### src/rtl/fmac_accum_seq_ctrl.sv
// Issue sequencer for the FP MAC accumulate loop: one operand pair in flight at a time.
// Optional WAIT-cycle counter on stall_cnt, built only when FMAC_SEQ_STALL_CNT_EN is defined.
module fmac_accum_seq_ctrl #(
    parameter int PIPE_LAT  = 4,
    parameter int CNT_W     = 8,
    parameter int TMO_SLACK = 2
) (
    input  logic             clock,
    input  logic             resetn,
    input  logic             start,
    input  logic [CNT_W-1:0] len,
    input  logic             in_valid,
    output logic             in_ready,
    output logic             issue_valid,
    output logic             acc_sel,
    input  logic             res_valid,
    output logic             busy,
    output logic             done,
    output logic             err,
    output logic [CNT_W-1:0] elem_cnt,
    output logic [15:0]      stall_cnt
);

    localparam int TMO    = PIPE_LAT + TMO_SLACK;
    localparam int WAIT_W = $clog2(TMO + 1);
    localparam logic [WAIT_W-1:0] TMO_V = WAIT_W'(TMO);

    typedef enum logic [1:0] {
        S_IDLE,
        S_ISSUE,
        S_WAIT,
        S_DONE
    } state_t;

    state_t              r_state;
    state_t              w_state_nxt;
    logic [CNT_W-1:0]    r_remaining;
    logic [CNT_W-1:0]    r_elem_cnt;
    logic [WAIT_W-1:0]   r_wait;
    logic [WAIT_W-1:0]   w_wait_inc;
    logic                r_err;
    logic                w_start_acc;
    logic                w_issue;
    logic                w_timeout;
    logic                w_spurious;

    always_ff @(posedge clock or negedge resetn) begin
        if (!resetn) r_state <= S_IDLE;
        else         r_state <= w_state_nxt;
    end

    always_comb begin
        w_state_nxt = r_state;
        in_ready    = 1'b0;
        issue_valid = 1'b0;
        acc_sel     = 1'b0;
        busy        = 1'b1;
        done        = 1'b0;
        w_start_acc = 1'b0;
        w_issue     = 1'b0;
        w_timeout   = 1'b0;
        w_spurious  = res_valid;
        w_wait_inc  = r_wait + 1'b1;
        case (r_state)
            S_IDLE: begin
                busy = 1'b0;
                if (start) begin
                    w_start_acc = 1'b1;
                    w_state_nxt = (len == '0) ? S_DONE : S_ISSUE;
                end
            end
            S_ISSUE: begin
                in_ready = 1'b1;
                if (in_valid) begin
                    issue_valid = 1'b1;
                    w_issue     = 1'b1;
                    acc_sel     = (r_elem_cnt != '0);
                    w_state_nxt = S_WAIT;
                end
            end
            S_WAIT: begin
                w_spurious = 1'b0;
                // A return in the final allowed cycle still wins over the timeout.
                if (res_valid) begin
                    w_state_nxt = (r_remaining == '0) ? S_DONE : S_ISSUE;
                end else if (w_wait_inc == TMO_V) begin
                    w_timeout   = 1'b1;
                    w_state_nxt = S_DONE;
                end
            end
            S_DONE: begin
                done        = 1'b1;
                w_state_nxt = S_IDLE;
            end
            default: w_state_nxt = S_IDLE;
        endcase
    end

    always_ff @(posedge clock or negedge resetn) begin
        if (!resetn) begin
            r_remaining <= '0;
            r_elem_cnt  <= '0;
            r_wait      <= '0;
        end else if (w_start_acc) begin
            r_remaining <= len;
            r_elem_cnt  <= '0;
        end else if (w_issue) begin
            r_remaining <= r_remaining - 1'b1;
            r_elem_cnt  <= r_elem_cnt + 1'b1;
            r_wait      <= '0;
        end else if (r_state == S_WAIT) begin
            r_wait      <= w_wait_inc;
        end
    end

    // Error sources take priority over the clear from an accepted start.
    always_ff @(posedge clock or negedge resetn) begin
        if (!resetn) begin
            r_err <= 1'b0;
        end else begin
            if (w_start_acc)             r_err <= 1'b0;
            if (w_spurious || w_timeout) r_err <= 1'b1;
        end
    end

    assign err      = r_err;
    assign elem_cnt = r_elem_cnt;

`ifdef FMAC_SEQ_STALL_CNT_EN
    logic [15:0] r_stall;

    always_ff @(posedge clock or negedge resetn) begin
        if (!resetn)                                        r_stall <= '0;
        else if (w_start_acc)                               r_stall <= '0;
        else if (r_state == S_WAIT && r_stall != 16'hFFFF)  r_stall <= r_stall + 1'b1;
    end

    assign stall_cnt = r_stall;
`else
    assign stall_cnt = '0;
`endif

endmodule

### config.mk
export PLATFORM = sky130hd
export DESIGN_NAME = fmac_accum_seq_ctrl
export DESIGN_NICKNAME = d
export VERILOG_FILES = /design/src/rtl/fmac_accum_seq_ctrl.sv
export SDC_FILE = /design/constraint.sdc
export NUM_CORES = 1
export LEC_CHECK = 0
export ABC_AREA = 1
export BUFFER_PORTS_ARGS = -buffer_cell sky130_fd_sc_hd__buf_2
export CORE_ASPECT_RATIO = 1.2
export CORE_UTILIZATION = 40
export CTS_BUF_LIST = sky130_fd_sc_hd__clkbuf_16
export DETAILED_ROUTE_END_ITERATION = 7
export GPL_ROUTABILITY_DRIVEN = 0
export PLACE_DENSITY = 0.71
export SYNTH_ARGS = -nofsm -noshare
export SYNTH_HDL_FRONTEND = slang
export SYNTH_SLANG_ARGS = --single-unit
### constraint.sdc
create_clock -name clock -period 1.8 [get_ports clock]
set_clock_uncertainty 0.1 [all_clocks]
set_input_delay 0.54 -clock clock [delete_from_list [all_inputs] [get_ports clock]]
set_output_delay 0.54 -clock clock [all_outputs]
set_load 0.05 [all_outputs]
Word-level counts from Yosys, hierarchy flattened --
Cells that the tools add are included.
Storage, ports and cells: register bits after elaboration 22, input bits 13, output and inout port bits 30, logic and storage cells 54
Operators by class: $add $sub $neg 3, equality and inequality tests 7, multiplexer cells 28, bitwise logic cells 1, reduce and logical (&&, ||, !) cells 10
Operators with widths (count):
- $mux 8 | 4
- $logic_not 8->1 | 2
- $mux 1 | 15
- $mux 2 | 6
- $add 8x1->8 const B | 1
- $pmux 2 s4 | 1
- $reduce_bool 8->1 | 1
- $sub 8x1->8 const B | 1
- $mux 3 | 2
- $reduce_bool 2->1 | 3
- $eq 2x2->1 const B | 2
- $ne 2x2->1 const B | 2
- $add 3x1->3 const B | 1
- $eq 3x3->1 const B | 1
- $ne 3x3->1 const B | 1
- $reduce_and 3->1 | 1
- $eq 2x1->1 const B | 1
- $logic_not 2->1 | 1
- $reduce_and 2->1 | 1
- $logic_or 1x1->1 | 1
- $not 1->1 | 1

Logic depth before layout (Yosys ltp) --
word-level depth 7, mapped depth 9, gate-level depth less buffers 9

Least setup slack after synthesis --
OpenSTA, ideal clock, no wires.
kind register to output, start point register r_elem_cnt[0] (netlist: elem_cnt[0]), end point output port acc_sel, data arrival time 1865 ps, data required time 1160 ps, path slack -705 ps, stages on the path, launching flop included 4, path buffers 0, cell sequence dfrtp_1 > inv_1 > ha_1 > a31oi_1
Between the ends: longest elaborated chain between the ends 3
RTL lines:
- start, declared | RTL line 38 | logic [CNT_W-1:0] r_elem_cnt;
- start signal, assigned | RTL line 109 | r_elem_cnt <= r_elem_cnt + 1'b1;
- $reduce_bool 8->1 | RTL line 77 | acc_sel = (r_elem_cnt != '0);
- $mux 1 | RTL line 74 | if (in_valid) begin
- $mux 1 | RTL line 64 | case (r_state)
- end, declared | RTL line 15 | output logic acc_sel,
No other way between the ends.

Final worst setup path --
start point register r_state[1], end point output port acc_sel
Between the ends: longest elaborated chain between the ends 2
RTL lines:
- start, declared | RTL line 35 | state_t r_state;
- start signal, assigned | RTL line 49 | else r_state <= w_state_nxt;
- $eq 2x1->1 | RTL line 64
- $mux 1 | RTL line 64
No other way between the ends.

==> impl_metrics.env <==
export IMPL_ir_worst_vdd_v=0.000840
export IMPL_comb_power_share_pct=58.0
export IMPL_clkPwrFrac_pct=15.5
export IMPL_hold_viol_final=0
export IMPL_rows=24
export IMPL_ff2ff_setup_slack_ns=0.37
export IMPL_cts_made_buffers=3
export IMPL_crit_required_ns=1.16
export IMPL_first_global_vias=1330
export IMPL_syn_area_um2=1610
export IMPL_hold_class="input pin to asynchronous set/reset pin"
export IMPL_critPathTopFamily="flip-flops"
export IMPL_grt_pass1_wl_mm=5.92
export IMPL_num_antenna_cells=0
export IMPL_start_kind="flip-flop"
export IMPL_drv_cap=0
export IMPL_die_y_um=71.5
export IMPL_grt_max_degree=23
export IMPL_overflow=0
export IMPL_maxSlewHeadroom_pct=65.4
export IMPL_cts_sinks=22
export IMPL_clk_path_buf_depth=2
export IMPL_synth_seq_cells=22
export IMPL_grt_antenna_before_repair=0
export IMPL_cts_tree="yes"
export IMPL_fillers=384
export IMPL_ys_seq_area_share_pct=34.2
export IMPL_crit_type="flip-flop to output port"
export IMPL_synthArstFlopShare_pct=100
export IMPL_hpwl_mm=2.64
export IMPL_period_share_pct=104
export IMPL_nets=279
export IMPL_seqPwrFrac_pct=26.5
export IMPL_critPathCaptureType="output port"
export IMPL_fmax_mhz=533
export IMPL_cp_slowest_cell="dfrtp_1"
export IMPL_start_util_pct=42.9
export IMPL_wl_met2_mm=1.82
export IMPL_synth_edff_count=0
export IMPL_insertion_delay_ns=0.26
export IMPL_portBuffers=26
export IMPL_synthCells=219
export IMPL_synth_top_cell_by_area="dfrtp_1"
export IMPL_areaGrowthSynthToFinish_pct=23.3
export IMPL_vias=1436
export IMPL_layout_drive_gt1_share_pct=30.5
export IMPL_timing_setup_tns_ns=-0.0773
export IMPL_switching_share_pct=50.0
export IMPL_p_sw_uw=1560
export IMPL_synth_area_leaders="dfrtp_1, nand2_1, buf_4, inv_1, nand3_1"
export IMPL_path_clk_slew_ns=0.06
export IMPL_violations="negative setup slack"
export IMPL_drtPass1Iterations=4
export IMPL_synth_most_common_cell="nand2_1"
export IMPL_fin_crit_ns=1.88
export IMPL_critPathMaxFanout=3
export IMPL_p_int_uw=1560
export IMPL_drc_errors=0
export IMPL_arrival_ns=1.24
export IMPL_finalWirelength_mm=3.49
export IMPL_ys_flop_type="dfrtp_1"
export IMPL_die_area_um2=4280
export IMPL_avgSynthCellArea_um2=7.35
export IMPL_grt_use_total_pct=18.3
export IMPL_status="complete, but fails checks"
export IMPL_setup_viol=1
export IMPL_slowest_delay_ns=0.39
export IMPL_setup_ws_ns=-0.0773
export IMPL_yosysWarnings=0
export IMPL_antenna_left=0
export IMPL_power_leakage_uw=0.00106
export IMPL_yosys_top_cells_count="nand2_1, inv_1, dfrtp_1, nand3_1, buf_4"
export IMPL_dieWidth_um=59.9
export IMPL_drv_slew=0
export IMPL_whs_ns=0.153
export IMPL_clock_root_buffer="clkbuf_16"
export IMPL_p_per_area_nw_per_um2=1570
export IMPL_ios=43
export IMPL_htreeDepth=1
export IMPL_rsz0062_at_grt="true"
export IMPL_worst_pin_slew_ns=0.520
export IMPL_drt_iter0_drc=79
export IMPL_synth_top_area_share_pct=34.2
export IMPL_wl_met1_mm=1.52
export IMPL_core_area_um2=3750
export IMPL_detail_route_wl_per_cell_um=11.2
export IMPL_drt_vias_per_instance=4.62
export IMPL_synth_distinct_cells=30
export IMPL_cp_cell_sequence="inv_2, nand2_4, inv_8, nand2_8, a31oi_4, buf_6"
export IMPL_top_layer_used="met4"
export IMPL_critPathBufInv=3
export IMPL_met3RoutedLength_um=97
state kept, by name (all words and copies together), names as in the netlist:
signal       count
elem_cnt         8
r_remaining      8
r_wait           3
r_state          2
err              1
path summary, 6_finish.rpt:
path,startpoint,to,cells past startpoint
worst max register to register,r_remaining[0],r_remaining[6],7
max in group asynchronous,resetn,elem_cnt[6],1
worst max-delay path,r_state[1],acc_sel,6
min in group clock,err,err,2
worst min register to register,err,err,2
worst min-delay path,resetn,elem_cnt[4],1
power by group through the flow:
stage / combinational (µW) / clock [µW] / sequential [µW]
floorplan: 1260 / 0 / 935
global placement: 1700 / 0 / 830
detailed placement: 1730 / 0 / 831
CTS: 1820 / 494 / 824
global route: 2020 / 511 / 848
finish: 1810 / 485 / 826
metal layers:
metal  track usage [%]  vias up
met4              6.98        0
met2              31.2       30
met1              23.1      652
met5                 0        -
li1                  -      749
met3              2.35        5
cell type report:
cell class	count	area [µm²]	share of cell area [%]
Inverter	36	150	7.57
Timing Repair Buffer	38	240	12.1
Clock buffer	3	75.1	3.78
Clock inverter	1	3.75	0.189
Sequential cell	22	559	28.2
Multi-Input combinational cell	159	891	44.9
Tap cell	52	65.1	3.28
per-stage QoR:
step	utilization [%]	setup WS, ns	std cells	cell area [µm²]	total power, µW
final	52.9	-0.0773	311	1980	3120
after global routing	52.9	-0.119	311	1980	3380
after CTS	52.5	-0.150	310	1970	3140
after detailed placement	48.8	-0.00306	302	1830	2560
after global placement	48.8	-0.00938	302	1830	2530
after floorplan	-	-0.00315	234	1710	2190
what timing repair did:
action,CTS,global route
hold endpoints to repair,0,0
pin swaps,3,1
setup endpoints to repair,3,3
hold buffers,0,0
gates resized for setup,11,2
gates cloned,0,0
setup buffers,4,1
cells in the final DEF, fill, tap and decap left out, types with 2 or more instances in the layout:
cell type  count
a21oi_1        2
buf_2         21
buf_4         13
buf_6          2
clkbuf_16      3
clkbuf_4       2
conb_1        16
dfrtp_1       15
dfrtp_2        7
ha_1           5
inv_1         25
inv_2          9
inv_8          2
nand2_1       54
nand2_2        5
nand2_4        2
nand2_8        2
nand3_1       20
nand3_2        2
nand4_1        6
nor2_1        14
nor2_4         2
nor3_1         4
o211ai_1       3
o21ai_0        9
o21ai_2        3
o22ai_1        2
kinds of logic (layout without fill, tap and decap cells):
group                      count (synthesis)  count (layout)  share of synthesized area (%)
other                                      1              16                          0.233
adders and majority gates                  6               6                           4.67
and+or+nand+nor                          115             115                           35.1
buffers and inverters                     53              78                           17.0
DFF                                       22              22                           34.2
AOI/OAI and AO/OA                         22              22                           8.86
No activity file was read; power rests on OpenSTA's default activity.
